File: config.mk
export PLATFORM = sky130hd
export DESIGN_NAME = fetch_stage
export DESIGN_NICKNAME = d
export VERILOG_FILES = /design/src/rtl/fetch_stage.sv
export SDC_FILE = /design/constraint.sdc
export NUM_CORES = 1
export LEC_CHECK = 0
export CORE_AREA = 10 10 118 120
export DETAILED_ROUTE_END_ITERATION = 6
export DIE_AREA = 0 0 128 130
export DONT_BUFFER_PORTS = 1
export PLACE_DENSITY = 0.76
export SLEW_MARGIN = 25
export SYNTH_ARGS = -nofsm -noshare
export SYNTH_HDL_FRONTEND = slang
export SYNTH_SLANG_ARGS = --single-unit
export TNS_END_PERCENT = 50
File: constraint.sdc
create_clock -name clk -period 6.15 [get_ports clk]
set_clock_uncertainty 0.15 [all_clocks]
set_input_delay 0.9225 -clock clk [delete_from_list [all_inputs] [get_ports clk]]
set_output_delay 0.9225 -clock clk [all_outputs]
set_load 0.005 [all_outputs]
File: src/rtl/fetch_stage.sv
// Instruction fetch stage: one outstanding imem request, single output slot, redirect flush.
// Optional watchdog on memory acknowledge enabled by defining FETCH_TIMEOUT_EN.
module fetch_stage #(
  parameter logic [31:0] RESET_PC = 32'h0000_0000,
  parameter int unsigned TIMEOUT  = 16
) (
  input  logic        clk,
  input  logic        rst_n,
  output logic        imemReq,
  output logic [31:0] imemAddr,
  input  logic        imemAck,
  input  logic [31:0] imemRdata,
  input  logic        redirect,
  input  logic [31:0] redirectPc,
  input  logic        idStall,
  output logic        ifValid,
  output logic [31:0] instr,
  output logic [31:0] pcPlus4,
  output logic [5:0]  opcode,
  output logic [5:0]  funct,
  output logic        fetchFault
);

  typedef enum logic [2:0] {IDLE, REQ, FULL, DRAIN, HALT} state_e;

  state_e      state_q, state_d;
  logic [31:0] pc_q, pc_d;
  logic [31:0] addr_q, addr_d;
  logic [31:0] instr_q, instr_d;
  logic [31:0] pcp4_q, pcp4_d;
  logic        valid_q, valid_d;
  logic [31:0] redir_pc;

  if (TIMEOUT < 1) begin : g_bad_timeout
    $error("fetch_stage: TIMEOUT must be at least 1");
  end

  assign redir_pc = {redirectPc[31:2], 2'b00};

`ifdef FETCH_TIMEOUT_EN
  localparam int CNT_W = $clog2(TIMEOUT + 1);
  logic [CNT_W-1:0] cnt_q, cnt_d;
  logic             fault_q, fault_d;
`endif

  always_comb begin
    state_d = state_q;
    pc_d    = pc_q;
    instr_d = instr_q;
    pcp4_d  = pcp4_q;
    valid_d = valid_q;
    case (state_q)
      IDLE: begin
        state_d = REQ;
        if (redirect) pc_d = redir_pc;
      end
      REQ: begin
        if (redirect) begin
          // A redirect always wins over a coincident ack; the word is dropped.
          pc_d    = redir_pc;
          valid_d = 1'b0;
          state_d = imemAck ? REQ : DRAIN;
        end else if (imemAck) begin
          instr_d = imemRdata;
          pcp4_d  = pc_q + 32'd4;
          pc_d    = pc_q + 32'd4;
          valid_d = 1'b1;
          state_d = FULL;
        end
      end
      FULL: begin
        if (redirect) begin
          pc_d    = redir_pc;
          valid_d = 1'b0;
          state_d = REQ;
        end else if (!idStall) begin
          valid_d = 1'b0;
          state_d = REQ;
        end
      end
      DRAIN: begin
        if (redirect) pc_d = redir_pc;
        valid_d = 1'b0;
        if (imemAck) state_d = REQ;
      end
      default: ;
    endcase

`ifdef FETCH_TIMEOUT_EN
    cnt_d   = '0;
    fault_d = fault_q;
    if ((state_q == REQ || state_q == DRAIN) && !imemAck) begin
      cnt_d = cnt_q + 1'b1;
      if (cnt_d == CNT_W'(TIMEOUT)) begin
        state_d = HALT;
        fault_d = 1'b1;
        valid_d = 1'b0;
      end
    end
`endif

    // The request address only moves when a fresh request is about to be issued.
    addr_d = (state_d == REQ) ? pc_d : addr_q;
  end

  always_ff @(posedge clk or negedge rst_n) begin
    if (!rst_n) begin
      state_q <= IDLE;
      pc_q    <= RESET_PC;
      addr_q  <= RESET_PC;
      instr_q <= '0;
      pcp4_q  <= '0;
      valid_q <= 1'b0;
    end else begin
      state_q <= state_d;
      pc_q    <= pc_d;
      addr_q  <= addr_d;
      instr_q <= instr_d;
      pcp4_q  <= pcp4_d;
      valid_q <= valid_d;
    end
  end

`ifdef FETCH_TIMEOUT_EN
  always_ff @(posedge clk or negedge rst_n) begin
    if (!rst_n) begin
      cnt_q   <= '0;
      fault_q <= 1'b0;
    end else begin
      cnt_q   <= cnt_d;
      fault_q <= fault_d;
    end
  end

  assign fetchFault = fault_q;
`else
  assign fetchFault = 1'b0;
`endif

  assign imemReq  = (state_q == REQ) || (state_q == DRAIN);
  assign imemAddr = addr_q;
  assign ifValid  = valid_q;
  assign instr    = instr_q;
  assign pcPlus4  = pcp4_q;
  assign opcode   = instr_q[31:26];
  assign funct    = instr_q[5:0];

endmodule

==> metrics.md, run 1 <==
| Metric | Value |
|---|---|
| Top post-synthesis cells by count | `174 x nand2_1, 132 x dfrtp_1, 47 x o21ai_0` |
| Worst path bufs/invs | `0` |
| R2R setup slack | `3.21 ns` |
| Inst Count DP | `784` |
| Initial DRC count | `337` |
| Crit start category | `flop` |
| CTS tree | `done` |
| Non-Filler Instances | `815` |
| Sequential standard cell area | `0.00330 mm²` |
| Area delta synth->final | `8.71%` |
| Multi-input gate area | `0.00281 mm²` |
| Leakage Power | `3.08 nW` |
| Syn avg cell area | `9.26 µm²` |
| Reg2Reg Launch Point | `pc_q[2]` |
| Final setup violation count | `0` |
| Critical setup path kind | `reg -> reg` |
| Syn Nets | `765` |
| Cells along the critical path | `ha_1, and3_1, nand4_1, or4_1, xor2_1, o21ai_1` |
| First-pass GRT wire length | `27300 µm` |
| Post-synth EDFFs | `0` |
| Root buf cell | `clkbuf_16` |
| DIE AREA | `0.0166 mm²` |
| Fin Hold WS | `0.0506 ns` |
| Initial Util | `0.550` |
| Standard-cell rows | `40` |
| Die W | `128 µm` |
| Post-synth top flop | `dfrtp_1` |
| Hold buffer count at cts | `0` |
| DR pass1 iterations | `5` |
| Max incr delay on CP | `0.69 ns` |
| ANT cells | `0` |
| Synth area leader | `dfrtp_1` |
| Asr flop ratio synth | `1.00` |
| Hold Violations, Final | `0` |
| I/O Buffers | `0` |
| Final slew viol count | `0` |
| Final ANT Viol Nets | `0` |
| Vias after detailed routing | `5022` |
| Gpl congestion | `0.880` |
| Ports | `180` |
| Post-CTS Repair Setup Buffers | `0` |
| CTS Sinks | `132` |
| Total Routing Usage GR | `0.207` |
| Avg WL per Cell | `21.7 µm` |
| Status | `finished, final reports clean` |
| # DRC | `0` |
| Seq cells post-synth | `132` |
| Clock buffer depth | `2` |
| Vias/cell | `6.16` |
| Largest net degree at the start of global routing | `133` |
| Rel. slew slack | `0.259` |
| Required @ worst endpoint | `6.27 ns` |
| Top post-synthesis cells by area | `dfrtp_1 51%, nand2_1 10%, o21ai_0 3.7%, mux2_2 2.8%, xnor2_1 2.3%` |
| Crit path max-delay family | `simple AND/OR/NAND/NOR gates` |
| Share of the synthesized area in the top cell type | `0.513` |
| Place WS | `2.98 ns` |
| CP endpoint kind | `flop` |
| Fraction of layout cells with a size suffix above 1 | `0.103` |
| Max VDD drop | `0.000239 V` |
| DRT Wirelength | `17700 µm` |
| # fillers | `1011` |
| Initial antenna violation count | `0` |
| Synth Cell Area | `0.00644 mm²` |
| Actual slew at the worst max-slew pin | `1.11 ns` |
| CTS H-tree depth | `4` |
| CTS Buf Count | `17` |
| Distinct cells, synth | `64` |
| Pwr Total | `2.76 mW` |
| Slowest-stage cell, CP | `or4_1` |
| Die Span Y | `130 µm` |
| Arrival time worst endpoint | `3.06 ns` |
| Clock transition at path regs | `0.06 ns` |
| Reg-to-reg endpoint | `pcPlus4[22]` |
| NumNets Final | `726` |
| Worst R2R Path Depth | `6` |
| Sequential share of the synthesized area | `0.513` |
| YS warnings | `0` |
| Setup_tns | `0 ns` |
| CP max FO | `11` |
| Core Region | `0.0117 mm²` |
| RSZ-0062 raised after global routing | `false` |
| Count leader, synth | `nand2_1` |
| PwrDens | `395 mW/mm²` |
| Gr ovfl total | `0` |
| Maxcap violations | `0` |
| Max Freq | `340 MHz` |
| Setup ws final | `3.21 ns` |
| Fin crit share | `0.478` |
| Skew-Pair Late Insertion Delay | `0.42 ns` |
| HP Class | `in -> async` |
| DP Wirelength | `12300 µm` |
| Mapped Cells | `695` |
| Resized Gates After CTS | `0` |
| Vias in the first global route | `4908` |
| Min Tclk post-route | `2.94 ns` |
cells by family (layout without fill, tap and decap cells):
family                   after synthesis  in the layout  share of synthesized area
adder cells (fa/ha/maj)                1              1                    0.00194
buffers and inverters                 76             49                     0.0552
AO/OA/AOI/OAI                        141            141                      0.139
flip-flops                           132            132                      0.513
XOR/XNOR                              29             29                     0.0394
AND/OR/NAND/NOR                      292            292                      0.211
other                                  1              1                   0.000582
multiplexers                          23             23                     0.0396
final cells by class:
class,instances,share of cell area
flip-flops and latches,132,0.472
multi-input cells,487,0.401
clock buffers,21,0.0658
well taps,147,0.0263
clock inverters,10,0.0188
repair buffers,7,0.0104
inverters,11,0.00590
worst max path at each step:
stage,to,depth (start not counted),slack [ns],from
5_1_grt,pcPlus4[22],6,3.05,pc_q[2]
3_5_place_dp,imemAddr[24],4,2.98,redirect
6_report,pcPlus4[22],6,3.21,pc_q[2]
2_1_floorplan,imemAddr[0],6,3.48,redirect
3_3_place_gp,imemAddr[8],4,2.78,redirect
4_1_cts,pcPlus4[22],6,3.27,pc_q[2]
worst register-to-register path, stage by stage (launching register included):
cell and delay (ns):
dfrtp_1 0.48, ha_1 0.30, and3_1 0.36, nand4_1 0.50, or4_1 0.70, xor2_1 0.22, o21ai_1 0.08
routing by layer:
metal	GRT usage	routed length (µm)	up-vias
met2	0.326	8400	237
met1	0.245	6990	2444
met3	0.0990	2030	24
met5	0	0	-
li1	-	-	2317
met4	0.0662	238	0
registers in the layout, summed over array words and instances (netlist names):
signal / flops
ifValid: 1
imemAddr: 32
instr: 32
pcPlus4: 32
pc_q: 32
state_q: 3
report_power, final:
group | switching, mW | total, mW | internal [mW]
clock network | 0.358 | 1.01 | 0.652
registers | 0.250 | 1.34 | 1.09
logic | 0.230 | 0.408 | 0.178
total | 0.837 | 2.76 | 1.92
layout by cell type, fill, tap and decap left out, drive strengths merged, types with 4 or more instances in the layout:
| cell type | Yosys | routed |
|---|---|---|
| nand2 | 174 | 174 |
| dfrtp | 132 | 132 |
| o21ai | 51 | 51 |
| nor2 | 29 | 29 |
| a21oi | 27 | 27 |
| clkbuf | 36 | 21 |
| o22ai | 17 | 17 |
| xnor2 | 17 | 17 |
| mux2 | 17 | 17 |
| nor3 | 16 | 16 |
| nand4 | 14 | 14 |
| xor2 | 12 | 12 |
| nand3 | 12 | 12 |
| inv | 11 | 11 |
| and3 | 10 | 10 |
| a311oi | 7 | 7 |
| nor4 | 7 | 7 |
| buf | 29 | 7 |
| nand2b | 6 | 6 |
| mux2i | 6 | 6 |
| and2 | 6 | 6 |
| a221o | 6 | 6 |
| o31ai | 6 | 6 |
| clkinv | 0 | 6 |
| nor2b | 4 | 4 |
| and4 | 4 | 4 |
metrics by stage:
step / util / area (µm²)
6_report: 0.598 / 7000
5_1_grt: 0.598 / 7000
4_1_cts: 0.598 / 7000
3_5_place_dp: 0.547 / 6410
3_3_place_gp: 0.543 / 6360
2_1_floorplan: - / 6440
Note: power is estimated with default switching activity, not from simulation.
==> inputs of run 2 (changes only) <==
Clock period 6.15 ns to 2.94 ns, I/O delays scaled along.
==> run 2 against run 1 <==
The flow now finishes with violations (negative hold slack). Non-clock buffer count up 44. Count of clock-buffer cells in the layout up 2. Utilization up 3.4 points. Worst hold slack worse by 0.48 ns. Clock power up 110%. Wire length up 0.91%. Fmax up 15%. Largest cell class unchanged. Largest power group unchanged.
==> metrics.md, run 2 (synthesis results as in run 1) <==
| Metric | Value |
|---|---|
| Root buf cell | `clkbuf_16` |
| Clock buffer depth | `2 (unchanged)` |
| CP max FO | `8 (-3)` |
| Final slew viol count | `0 (unchanged)` |
| DRT Wirelength | `17800 µm (+0.91%)` |
| Initial antenna violation count | `0 (unchanged)` |
| Initial DRC count | `355 (+5.3%)` |
| Vias in the first global route | `5133 (+4.6%)` |
| Maxcap violations | `0 (unchanged)` |
| Resized Gates After CTS | `0 (unchanged)` |
| Total Routing Usage GR | `0.215 (+0.00853)` |
| CTS H-tree depth | `4 (unchanged)` |
| Standard-cell rows | `40 (unchanged)` |
| Final ANT Viol Nets | `0 (unchanged)` |
| Hold buffer count at cts | `31 (+31)` |
| Die W | `128 µm (unchanged)` |
| DP Wirelength | `12600 µm (+2.1%)` |
| Most common cell after layout, fill and taps aside | `nand2_1` |
| I/O Buffers | `0 (unchanged)` |
| Avg WL per Cell | `20.7 µm (-4.4%)` |
| Area delta synth->final | `14.9%` |
| Leakage Power | `3.28 nW (+6.2%)` |
| Sequential standard cell area | `0.00330 mm² (unchanged)` |
| Gr busiest metal | `met2` |
| CP endpoint kind | `flop` |
| Most frequent cells in the layout | `173 x nand2_1, 132 x dfrtp_1, 47 x o21ai_0` |
| Fin crit share | `0.872 (+0.394)` |
| CTS Sinks | `132 (unchanged)` |
| Fraction of layout cells with a size suffix above 1 | `0.115 (+0.0117)` |
| DR pass1 iterations | `5 (unchanged)` |
| Post-CTS Repair Setup Buffers | `0 (unchanged)` |
| First-pass GRT wire length | `28200 µm (+3.2%)` |
| Vias after detailed routing | `5149 (+2.5%)` |
| Initial Util | `0.550 (unchanged)` |
| Setup_tns | `0 ns (unchanged)` |
| ANT cells | `0 (unchanged)` |
| Met3 GRT Util | `0.0990 (unchanged)` |
| Actual slew at the worst max-slew pin | `0.685 ns (-0.427 ns)` |
| RSZ-0062 raised after global routing | `false` |
| Status | `complete, but fails checks` |
| NumNets Final | `770 (+6.1%)` |
| Max Freq | `390 MHz (+15%)` |
| Multi-input gate area | `0.00281 mm² (unchanged)` |
| Vias/cell | `5.99 (-2.8%)` |
| Clock transition at path regs | `0.05 ns (about the same)` |
| Core Region | `0.0117 mm² (unchanged)` |
| Met2 usage | `0.335 (+0.00902)` |
| # fillers | `935 (-7.5%)` |
| Largest net degree at the start of global routing | `133 (unchanged)` |
| Final instance area | `0.00740 mm² (+5.7%)` |
| Fin Hold WS | `-0.428 ns (-0.479 ns)` |
| Crit start category | `flop` |
| PwrDens | `790 mW/mm² (+100%)` |
| Ports | `180 (unchanged)` |
| Skew-Pair Late Insertion Delay | `0.41 ns (about the same)` |
| # DRC | `0 (unchanged)` |
| Hold Violations, Final | `132 (+132)` |
| Grt met1 use | `0.256 (+0.0104)` |
| Max VDD drop | `0.000713 V (+200%)` |
| Critical setup path kind | `reg -> reg` |
| CTS tree | `done` |
| Die Span Y | `130 µm (unchanged)` |
| Final setup violation count | `0 (unchanged)` |
| Failing checks | `negative hold slack` |
| DP Area | `0.00648 mm² (+1.2%)` |
| Gr ovfl total | `0 (unchanged)` |
| Min Tclk post-route | `2.56 ns (-0.376 ns)` |
| HP Class | `in -> async` |
| Rel. slew slack | `0.544 (+0.285)` |
| DIE AREA | `0.0166 mm² (unchanged)` |
| Required @ worst endpoint | `3.09 ns (-3.18 ns)` |
| Arrival time worst endpoint | `2.71 ns (-0.35 ns)` |
| CTS Buf Count | `17 (unchanged)` |
| Gpl congestion | `0.866 (-1.6%)` |
run 2: cell types whose count changed in the layout (fill, tap and decap cells not counted):
| cell | before | now |
|---|---|---|
| buf_12 | 1 | 0 |
| dlygate4sd3_1 | 0 | 31 |
| buf_4 | 4 | 20 |
| clkbuf_8 | 2 | 3 |
| buf_6 | 2 | 0 |
| clkbuf_1 | 2 | 3 |
| clkinv_2 | 5 | 4 |
run 2: worst paths after layout:
path	start	end	slack [ns]	cells past startpoint
max	pc_q[2]	imemAddr[20]	0.38	6
min	rst_n	instr[27]	-0.43	0
max reg2reg	pc_q[2]	imemAddr[20]	0.38	6
min reg2reg	pc_q[1]	pcPlus4[1]	0.31	2
max in group asynchronous	rst_n	instr[31]	2.90	0
min in group clk	imemRdata[4]	instr[4]	0.02	2
run 2: stage by stage:
stage / std cells / utilization / hold slack, ns / power [mW] / worst slack [ns]
floorplan: 695 / - / -0.00459 / 3.43 / 0.749
global placement: 797 / 0.554 / -0.000333 / 3.66 / 0.466
detailed placement: 797 / 0.554 / -0.000627 / 3.72 / 0.450
CTS: 860 / 0.632 / -0.450 / 5.91 / 0.420
global route: 860 / 0.632 / -0.453 / 6.18 / 0.211
finish: 860 / 0.632 / -0.428 / 5.85 / 0.377
run 2: final cells by class:
| cell class | instances | share of cell area |
|---|---|---|
| inverters | 11 | 0.00558 |
| flip-flops and latches | 132 | 0.446 |
| clock buffers | 23 | 0.0646 |
| multi-input cells | 487 | 0.379 |
| well taps | 147 | 0.0249 |
| clock inverters | 9 | 0.0171 |
| repair buffers | 51 | 0.0622 |
run 2: power by group:
part           switching [mW]  leakage [nW]  total (mW)  internal [mW]
Clock                   0.744         0.297        2.14           1.40
Sequential              0.520          1.60        2.81           2.29
Combinational           0.491          1.37       0.899          0.408
Total                    1.76          3.28        5.85           4.09
run 2: layer usage:
metal,vias up,part of all wire
met4,0,0.017
li1,2414,-
met1,2487,0.40
met3,19,0.11
met5,-,0
met2,229,0.47
run 2: worst max-delay path, cell delays in order (launching register included):
cell,delay (ns)
dfrtp_1,0.49
ha_1,0.29
and3_1,0.38
nand2_1,0.17
or3_1,0.35
a221o_1,0.36
mux2_2,0.27
==> inputs of run 3 (changes only) <==
Settings changed: CAP_MARGIN set to 20, RECOVER_POWER set to 50.
==> run 3 against run 2 <==
The flow still finishes with violations (negative hold slack). Worst hold slack got worse by 0.00072 ns. Register-to-register slack worse by 0.08 ns. Utilization hardly changed. Clock power about the same. Critical endpoint is now pc_q[27]. Largest power group unchanged. Highest routed layer unchanged.
==> metrics.md, run 3 (synthesis results as in run 1) <==
| Metric | Value |
|---|---|
| Avg WL per Cell | `20.7 µm (+0.13%)` |
| Maxcap violations | `0 (unchanged)` |
| Hold Violations, Final | `132 (unchanged)` |
| Total Routing Usage GR | `0.215 (unchanged)` |
| Failing checks | `negative hold slack` |
| Ports | `180 (unchanged)` |
| DR pass1 iterations | `5 (unchanged)` |
| Min Tclk post-route | `2.64 ns (+0.0799 ns)` |
| Sequential standard cell area | `0.00330 mm² (unchanged)` |
| Vias after detailed routing | `5159 (+0.19%)` |
| Initial Util | `0.550 (unchanged)` |
| Vias/cell | `6.00 (+0.19%)` |
| Met2 usage | `0.335 (unchanged)` |
| CTS H-tree depth | `4 (unchanged)` |
| Resized Gates After CTS | `0 (unchanged)` |
| Arrival time worst endpoint | `2.80 ns (+0.09 ns)` |
| Fraction of layout cells with a size suffix above 1 | `0.114 (-0.00140)` |
| HP Class | `in -> async` |
| Reg-to-reg endpoint | `pc_q[27]` |
| Grt met1 use | `0.256 (unchanged)` |
| Fin Hold WS | `-0.429 ns (-0.000725 ns)` |
| Hold buffer count at cts | `31 (unchanged)` |
| Required @ worst endpoint | `3.09 ns (about the same)` |
| Root buf cell | `clkbuf_16` |
| Post-CTS Repair Setup Buffers | `0 (unchanged)` |
| RSZ-0062 raised after global routing | `false` |
| CP startpoint | `state_q[2]` |
| Die Span Y | `130 µm (unchanged)` |
| Cells along the critical path | `clkbuf_1, nand2b_1, buf_4, o22ai_1, a311oi_1` |
| NumNets Final | `770 (unchanged)` |
| Final ANT Viol Nets | `0 (unchanged)` |
| Slowest-stage cell, CP | `clkbuf_1` |
| Gpl congestion | `0.866 (unchanged)` |
| DP Wirelength | `12600 µm (unchanged)` |
| CTS Sinks | `132 (unchanged)` |
| Multi-input gate area | `0.00281 mm² (unchanged)` |
| Met3 GRT Util | `0.0990 (unchanged)` |
| Worst R2R Path Depth | `5 (-1)` |
| Max incr delay on CP | `0.73 ns (+0.24 ns)` |
| Largest net degree at the start of global routing | `133 (unchanged)` |
| Final slew viol count | `0 (unchanged)` |
| ANT cells | `0 (unchanged)` |
| R2R setup slack | `0.30 ns (-0.08 ns)` |
| CP max FO | `19 (+11)` |
| Clock transition at path regs | `0.05 ns (about the same)` |
| DRT Wirelength | `17800 µm (+0.13%)` |
| Gr busiest metal | `met2` |
| Crit start category | `flop` |
| CTS Buf Count | `17 (unchanged)` |
| Fin crit share | `0.899 (+0.0272)` |
| Clock buffer depth | `2 (unchanged)` |
| PwrDens | `790 mW/mm² (about the same)` |
| CTS tree | `done` |
| Most frequent cells in the layout | `173 x nand2_1, 132 x dfrtp_1, 47 x o21ai_0` |
| I/O Buffers | `0 (unchanged)` |
| # fillers | `937 (+0.21%)` |
| Leakage Power | `3.27 nW (-0.13%)` |
| Actual slew at the worst max-slew pin | `0.972 ns (+0.287 ns)` |
| Final setup violation count | `0 (unchanged)` |
| CP endpoint kind | `flop` |
| DIE AREA | `0.0166 mm² (unchanged)` |
| First-pass GRT wire length | `28200 µm (unchanged)` |
| Vias in the first global route | `5133 (unchanged)` |
| Max VDD drop | `0.000713 V (about the same)` |
| Place WS | `0.450 ns (unchanged)` |
| Skew-Pair Late Insertion Delay | `0.41 ns (about the same)` |
| Reg2Reg Launch Point | `state_q[2]` |
| Standard-cell rows | `40 (unchanged)` |
| Area delta synth->final | `14.9% (about the same)` |
| Initial antenna violation count | `0 (unchanged)` |
| # DRC | `0 (unchanged)` |
| Most common cell after layout, fill and taps aside | `nand2_1` |
| Initial DRC count | `376 (+5.9%)` |
| Status | `complete, but fails checks` |
| Critical setup path kind | `reg -> reg` |
| Core Region | `0.0117 mm² (unchanged)` |
| Gr ovfl total | `0 (unchanged)` |
| Worst Setup EP | `pc_q[27]` |
| Die W | `128 µm (unchanged)` |
| Max Freq | `378 MHz (-3.0%)` |
| Setup_tns | `0 ns (unchanged)` |
| Setup ws final | `0.297 ns (-0.0799 ns)` |
| Rel. slew slack | `0.352 (-0.192)` |
==> run 3: changes by cell type in the layout (fill, tap and decap cells not counted), sizes merged <==
cell / delta
buf: -1
clkbuf: +1
==> run 3: cell type report <==
type	instances	share of cell area
sequential	132	0.447
multi-input combinational	487	0.379
clock buffer	23	0.0646
timing repair buffer	51	0.0617
tap	147	0.0249
clock inverter	9	0.0171
inverter	11	0.00558
==> run 3: metrics by stage <==
step / power (mW) / utilization / hold WS (ns) / std cells / instance area [µm²]
after floorplan: 3.43 / - / -0.00459 / 695 / 6440
after global placement: 3.66 / 0.554 / -0.000333 / 797 / 6480
after detailed placement: 3.72 / 0.554 / -0.000627 / 797 / 6480
after CTS: 5.91 / 0.632 / -0.450 / 860 / 7400
after global routing: 6.18 / 0.632 / -0.453 / 860 / 7400
final: 5.85 / 0.632 / -0.429 / 860 / 7400
==> run 3: worst min path at each step <==
stage          start  depth (start not counted)            to  slack, ns
2_1_floorplan  rst_n                          0       ifValid     -0.005
3_3_place_gp   rst_n                          0     instr[26]    -0.0003
3_5_place_dp   rst_n                          0     instr[27]    -0.0006
4_1_cts        rst_n                          0     instr[22]      -0.45
5_1_grt        rst_n                          0  imemAddr[14]      -0.45
6_report       rst_n                          0     instr[27]      -0.43
==> run 3: layer usage <==
metal	wire length, µm	vias to the layer above	share of wire
met5	0	-	0
met4	318	0	0.018
met3	2020	21	0.11
met2	8400	240	0.47
met1	7100	2488	0.40
li1	-	2410	-
==> run 3: critical path, delay by kind of cell (launching register included) <==
family	cells	cell delay, ns
flops	1	0.34
buf+inv	2	1.05
compound gates	2	0.38
simple gates	1	0.60
==> run 3: power breakdown <==
group / internal (mW) / total [mW] / switching (mW)
combinational: 0.408 / 0.898 / 0.490
clock: 1.40 / 2.14 / 0.744
sequential: 2.29 / 2.81 / 0.520
total: 4.09 / 5.85 / 1.75
